### src/rtl/alu_share_arbiter.sv
// Round-robin arbiter sharing one combinational ALU between the core
// pipeline (requester 0) and the cipher coprocessor (requester 1).
// One operation in flight at a time. Operands are registered on accept,
// the result is captured after ALU_LAT cycles, and it is returned through
// a valid/ready handshake to the requester that was granted.
module alu_share_arbiter #(
  parameter int WIDTH   = 32,
  parameter int ALU_LAT = 1
) (
  input  logic             clk,
  input  logic             rst_n,
  input  logic             req_valid_0,
  input  logic             req_valid_1,
  output logic             req_ready_0,
  output logic             req_ready_1,
  input  logic [3:0]       req_aluc_0,
  input  logic [3:0]       req_aluc_1,
  input  logic [WIDTH-1:0] req_a_0,
  input  logic [WIDTH-1:0] req_a_1,
  input  logic [WIDTH-1:0] req_b_0,
  input  logic [WIDTH-1:0] req_b_1,
  output logic             resp_valid_0,
  output logic             resp_valid_1,
  input  logic             resp_ready_0,
  input  logic             resp_ready_1,
  output logic [WIDTH-1:0] resp_result,
  output logic             resp_zero,
  output logic             resp_err,
  output logic [3:0]       alu_c,
  output logic [WIDTH-1:0] alu_a,
  output logic [WIDTH-1:0] alu_b,
  input  logic [WIDTH-1:0] alu_result,
  output logic             busy
);

  typedef enum logic [1:0] {IDLE = 2'd0, EXEC = 2'd1, RESP = 2'd2} state_t;

  localparam logic [3:0] LAT = 4'(ALU_LAT);

  state_t           state, state_nxt;
  logic             gnt;         // requester owning the in-flight op
  logic             last_grant;  // requester served most recently
  logic [3:0]       cnt;
  logic             sel;
  logic             accept;
  logic             hs;
  logic             sel_legal;
  logic [3:0]       sel_c;
  logic [WIDTH-1:0] sel_a, sel_b;

  function automatic logic legal_code(input logic [3:0] c);
    case (c)
      4'b0000, 4'b0001, 4'b0010, 4'b0011, 4'b0100,
      4'b0101, 4'b1000, 4'b1001, 4'b1100: legal_code = 1'b1;
      default:                            legal_code = 1'b0;
    endcase
  endfunction

  // Arbitration, operand mux and handshake decode
  always_comb begin
    // Sole requester wins; on a tie, the one not served last time wins
    sel          = (req_valid_0 & req_valid_1) ? ~last_grant : req_valid_1;
    // Ready is held low while reset is asserted so no request is taken
    accept       = rst_n & (state == IDLE) & (req_valid_0 | req_valid_1);
    req_ready_0  = accept & ~sel;
    req_ready_1  = accept & sel;
    sel_c        = sel ? req_aluc_1 : req_aluc_0;
    sel_a        = sel ? req_a_1 : req_a_0;
    sel_b        = sel ? req_b_1 : req_b_0;
    sel_legal    = legal_code(sel_c);
    resp_valid_0 = (state == RESP) & ~gnt;
    resp_valid_1 = (state == RESP) & gnt;
    hs           = gnt ? (resp_valid_1 & resp_ready_1) : (resp_valid_0 & resp_ready_0);
    busy         = (state != IDLE);
  end

  // Next-state logic
  always_comb begin
    state_nxt = state;
    case (state)
      IDLE: if (accept) state_nxt = sel_legal ? EXEC : RESP;
      EXEC: if (cnt == 4'd1) state_nxt = RESP;
      RESP: if (hs) state_nxt = IDLE;
      default: state_nxt = IDLE;
    endcase
  end

  // State register
  always_ff @(posedge clk or negedge rst_n) begin
    if (!rst_n) state <= IDLE;
    else        state <= state_nxt;
  end

  // ALU operand registers, latency counter, response capture and grant history
  always_ff @(posedge clk or negedge rst_n) begin
    if (!rst_n) begin
      gnt         <= 1'b0;
      last_grant  <= 1'b1;
      cnt         <= '0;
      alu_c       <= '0;
      alu_a       <= '0;
      alu_b       <= '0;
      resp_result <= '0;
      resp_zero   <= 1'b0;
      resp_err    <= 1'b0;
    end else begin
      if (accept) begin
        // ALU registers load even for an illegal code; nobody reads the result
        gnt   <= sel;
        alu_c <= sel_c;
        alu_a <= sel_a;
        alu_b <= sel_b;
        if (sel_legal) begin
          cnt <= LAT;
        end else begin
          resp_err    <= 1'b1;
          resp_result <= '0;
          resp_zero   <= 1'b0;
        end
      end
      if (state == EXEC) begin
        cnt <= cnt - 4'd1;
        if (cnt == 4'd1) begin
          resp_result <= alu_result;
          resp_zero   <= (alu_result == '0);
          resp_err    <= 1'b0;
        end
      end
      if (hs) last_grant <= gnt;
    end
  end

endmodule

### config.mk
export PLATFORM = sky130hd
export DESIGN_NAME = alu_share_arbiter
export DESIGN_NICKNAME = d
export VERILOG_FILES = /design/src/rtl/alu_share_arbiter.sv
export SDC_FILE = /design/constraint.sdc
export NUM_CORES = 1
export LEC_CHECK = 0
export BUFFER_PORTS_ARGS = -buffer_cell sky130_fd_sc_hd__buf_2
export CAP_MARGIN = 20
export CORE_ASPECT_RATIO = 1.2
export CORE_MARGIN = 2
export CORE_UTILIZATION = 26
export DETAILED_ROUTE_END_ITERATION = 8
export PLACE_DENSITY = 0.58
export SLEW_MARGIN = 20
export SYNTH_ARGS = -nofsm -noshare
export SYNTH_HDL_FRONTEND = slang
export SYNTH_SLANG_ARGS = --single-unit
export TNS_END_PERCENT = 100
### constraint.sdc
create_clock -name clk -period 2.25 [get_ports clk]
set_input_delay 0.45 -clock clk [delete_from_list [all_inputs] [get_ports clk]]
set_output_delay 0.45 -clock clk [all_outputs]
set_load 0.01 [all_outputs]
======== Word-level counts from Yosys, hierarchy flattened ========
Memory sizes are Yosys's and may differ from the RTL's.
Cells that the tools add are included.
storage, ports and cells
  word-level logic and storage cells ...... 63
  output and inout port bits .............. 107
  memories kept ........................... 1
  bits of input ports ..................... 174
  register bits after elaboration ......... 110
  memory bits (read-only) ................. 16
operators by class
  bitwise operators ....................... 13
  reduce and logical (&&, ||, !) cells .... 7
  multiplexer cells ....................... 25
  add/sub/neg operators ................... 1
  equality and inequality tests ........... 6
memory list
  name              words  bits a word  read ports  clocked after memory_dff  write ports  line  source
  (name not given)  16     1            1           0                         0            52    case (c)
operator list
  cell                   number
  $mux W32               6
  $logic_not A32 Y1      1
  $mux W4                4
  $mux W1                10
  $and A1 B1 Y1          9
  $mux W2                4
  $ne A2 B2 Y1 const B   3
  $pmux W2 S3            1
  $reduce_bool A2 Y1     3
  $eq A4 B1 Y1 const B   1
  $sub A4 B1 Y4 const B  1
  $not A1 Y1             3
  $reduce_and A3 Y1      1
  $eq A2 B1 Y1 const B   1
  $eq A2 B2 Y1 const B   1
  $logic_not A2 Y1       1
  $reduce_and A2 Y1      1
  $or A1 B1 Y1           1

======== Logic depth before layout (Yosys ltp) ========
An unclocked memory read counts as a cell.
  depth after elaboration ................. 8
  depth in mapped cells ................... 8
  depth with buffers taken out ............ 6

======== Least setup slack after synthesis ========
Ideal clock, no wire load.
  path kind ............................... input to output
  from .................................... input req_valid_1
  to ...................................... output req_ready_0
  setup slack ............................. 0.433 ns
  arrival time ............................ 1.367 ns
  cell stages on the path ................. 4
  buffers on the path ..................... 2
  required time ........................... 1.800 ns
  cell sequence ........................... o211ai_1 -> buf_2 -> buf_1 -> nor2_1
between the ends
  longest elaborated chain between the ends .. 4
  elaborated cells on any way between the ends .. 6
  classes of those cells .................. mux (1); bitwise (5)
ends and longest elaborated chain
  item             line  source
  start, declared  13    input logic req_valid_1,
  $and A1 B1 Y1    62    sel = (req_valid_0 & req_valid_1) ? ~last_grant : req_valid_1;
  $mux W1          62
  $not A1 Y1       65    req_ready_0 = accept & ~sel;
  $and A1 B1 Y1 *  65
  end, declared    14    output logic req_ready_0,
Mark *: on every way between the ends. The rest lies on a longest branch, timed or not.

======== Worst setup path after layout ========
  from .................................... register state[1]
  to ...................................... output req_ready_1
between the ends
  longest elaborated chain between the ends .. 4
ends and longest elaborated chain
  item                         line  source
  start, declared              40    state_t state, state_nxt;
  start signal, assigned       91    else state <= state_nxt;
  $logic_not A2 Y1             64    accept = rst_n & (state == IDLE) & (req_valid_0 | req_valid_1);
  $and A1 B1 Y1 (2 in series)  64
  $and A1 B1 Y1                66    req_ready_1 = accept & sel;
  end, declared                15    output logic req_ready_1,
Every way passes these cells.

==> metrics.cfg <==
[worst_setup_path]
crit_type = register to output port
cp.required_ps = 1800
worstSetupEndpointType = output port
r2r_slack_ps = 520
r2r_start = last_grant
reg2reg_depth = 5
cp_slowest_cell = dfrtp_1
setup.worst_path.start_class = register
r2r-end = resp_result[24]
crit_arrival_ps = 1630
worstPathMaxFanout = 4
worstPathCellList = nor2_1 > o211ai_1 > buf_4 > nor2_4 > buf_2
crit_path_max_incr_delay_ps = 410

[detailed_routing]
wl_per_cell_um = 13.8
dr_total_vias = 4497
detail_route.first_pass.iterations = 4
ant_nets = 0
post_drt_via_cell_ratio = 4.32
drt_iter0_drc = 141
totalWireLength_mm = 14.4
drc_errors = 0

[logic_synthesis]
synth-seq-cells = 110
synth_area_leaders = dfrtp_1 55%, mux2i_1 14%, nand2_1 11%, o21ai_0 9.8%, clkbuf_1 1.4%
syn_nets = 680
synth-seq-area-share_pct = 55.7
synth_top_cell_by_area = dfrtp_1
avgSynthCellArea_um2 = 9.80
synth_top_cell_area_share_pct = 55.2
yosysWarnings = 0
synth_area_mm2 = 0.00494
synth_cells = 504
synth.distinct_cells = 36

[layout]
n_fill_cell = 1962
fin_area_mm2 = 0.00699
multi_input_area_mm2 = 0.00204
nets = 954
drive_above_1_share_pct = 40.4
area_growth_pct = 41.5
regArea_mm2 = 0.00275
final_core_util_pct = 37.4
final_cells = 1041

[clock_network]
cts-htree-levels = 3
cts_sinks = 110
cts_tree = done
cts.path.max_buffers = 2
cts-buffers-inserted = 9
post-cts-setup-buffers = 0
cts.clk_slew.worst_paths_ps = 70
hold_buffers = 0
clock_latency_ps = 350
cts_root_buf = clkbuf_16

[timing]
setup_viol = 0
skew_ps = 7.06
rsz0062_at_grt = false
period_share_pct = 92.6
hold_viol = 0
max_clock_freq_ghz = 0.480
setup_ws_ps = 166
slew_viol_final = 0
finalCriticalPeriod_ps = 2080
tns_ps = 0
worst_pin_slew_ps = 675
relSlewSlack_pct = 55.0

[power_and_ir_drop]
pwr-share-seq_pct = 41.1
vdd_ir_drop_max_uv = 415
p_leak_nw = 3.78
p_comb_share_pct = 39.5
p_int_mw = 5.16
switchingPower_mw = 3.20
p_sw_share_pct = 38.3
clockPowerShare_pct = 19.4
powerDensity_mw_per_mm2 = 1200

[place]
pre_cts_ws_ps = 302
port_buffers = 280
gp_congestion = 0.779
dp_hpwl_mm = 11.1
place_inst = 1023
post_dp_cell_area_mm2 = 0.00668

[floorplan]
start_util_pct = 26.4
fp.dieW_um = 130
placementRows = 55
die_h_um = 155
dieArea_mm2 = 0.0201
core_mm2 = 0.0187
ios = 281

[global_routing]
antenna_found_initial = 2
gr-total-overflow = 0
grt_pass1_wl_mm = 22.7
grt_max_degree = 111
track_usage_pct = 14.5
grt_pass1_vias = 4334

[min_path]
hold_path_class = primary input to async pin

[job]
drv_cap = 0

[outcome]
status = finished clean

[final cells by class]
type | instances | share of cell area, %
sequential | 110 | 39.4
antenna | 2 | 0.0716
clock buffer | 11 | 3.61
tap | 256 | 4.58
inverter | 4 | 0.215
clock inverter | 5 | 0.716
multi-input combinational | 356 | 29.2
timing repair buffer | 297 | 22.3
[synth_stat cells]
cell type  instances
a211oi_1           1
a21bo_1            1
a21boi_0           1
a21o_1             2
a21oi_1            1
a221o_1            1
a22o_1             1
and2_1             1
and3b_1            1
buf_1              3
buf_2             12
buf_4              1
clkbuf_1          18
dfrtp_1          109
dfstp_2            1
ha_1               2
inv_1              4
mux2i_1           68
nand2_1          140
nand2b_1           2
nand3_1            2
nand4_1            2
nor2_1             6
nor2b_1            2
nor3_1             1
nor3b_1            1
nor4_1             8
o211ai_1           1
o21a_1             2
o21ai_0           97
o21ai_1            5
o21bai_1           1
o22ai_1            2
or3_1              2
xnor2_1            1
xor2_1             1
[cell families (layout without fill, tap and decap cells)]
kind of cell	Yosys count	in the layout	share of synthesized area, %
compound gates	116	116	12.5
xor+xnor	2	2	0.355
fa+ha+maj	2	2	0.506
buf+inv	38	317	3.27
flops	110	110	55.7
mux	68	68	13.8
other cells	0	2	0
simple gates	168	168	13.9
[timing repair]
action,CTS,global route
setup endpoints to repair,1,1
endpoints found under the hold margin,0,0
pin swaps,0,1
gates resized for setup,1,1
[per-layer routing]
metal  vias up  track usage, %  wire (um)
li1       2267               -          -
met1      2040            17.9       5930
met2       172            24.7       7320
met3        18            2.79        836
met4         0            5.79        279
met5         -               0          0
[power by group through the flow]
stage / Sequential [mW] / Clock [mW] / Combinational [mW]
final: 3.44 / 1.62 / 3.30
after floorplan: 3.88 / 0 / 1.35
after global placement: 3.46 / 0 / 3.33
after detailed placement: 3.46 / 0 / 3.39
after CTS: 3.45 / 1.69 / 3.38
after global routing: 3.58 / 1.75 / 3.74
[placed cells by master (no fill, tap or decap), types with 4 or more instances in the layout]
| cell type | Yosys | final |
|---|---|---|
| clkbuf_16 | 0 | 9 |
| buf_4 | 1 | 16 |
| nor2_1 | 6 | 5 |
| dfrtp_1 | 109 | 109 |
| o21ai_1 | 5 | 5 |
| buf_2 | 12 | 279 |
| nand2_1 | 140 | 140 |
| nor4_1 | 8 | 8 |
| inv_1 | 4 | 4 |
| mux2i_1 | 68 | 68 |
| o21ai_0 | 97 | 97 |
[worst max-delay path by stage]
stage | end | cells past startpoint | slack, ps | start
after global routing | req_ready_1 | 5 | 10 | state[1]
after global placement | req_ready_1 | 5 | 320 | state[1]
after floorplan | req_ready_0 | 4 | 430 | req_valid_1
final | req_ready_1 | 5 | 170 | state[1]
after CTS | req_ready_1 | 5 | 30 | state[1]
after detailed placement | resp_result[8] | 6 | 300 | req_valid_1
[stage by stage]
stage	hold slack [ps]	power (mW)
floorplan	154	5.23
global placement	456	6.80
detailed placement	465	6.85
CTS	246	8.52
global route	253	9.07
finish	148	8.36
[registers in the layout (all words and copies together) (netlist names)]
signal / cells
alu_a: 32
alu_b: 32
alu_c: 4
cnt: 4
gnt: 1
last_grant: 1
resp_err: 1
resp_result: 32
resp_zero: 1
state: 2
[worst max-delay path: cells and delay by family, from the launching register on]
kind,cells,cell delay (ps)
DFF,1,410
buffers and inverters,2,360
AOI/OAI and AO/OA,1,180
and+or+nand+nor,2,350
Note: power is estimated with default switching activity, not from simulation.
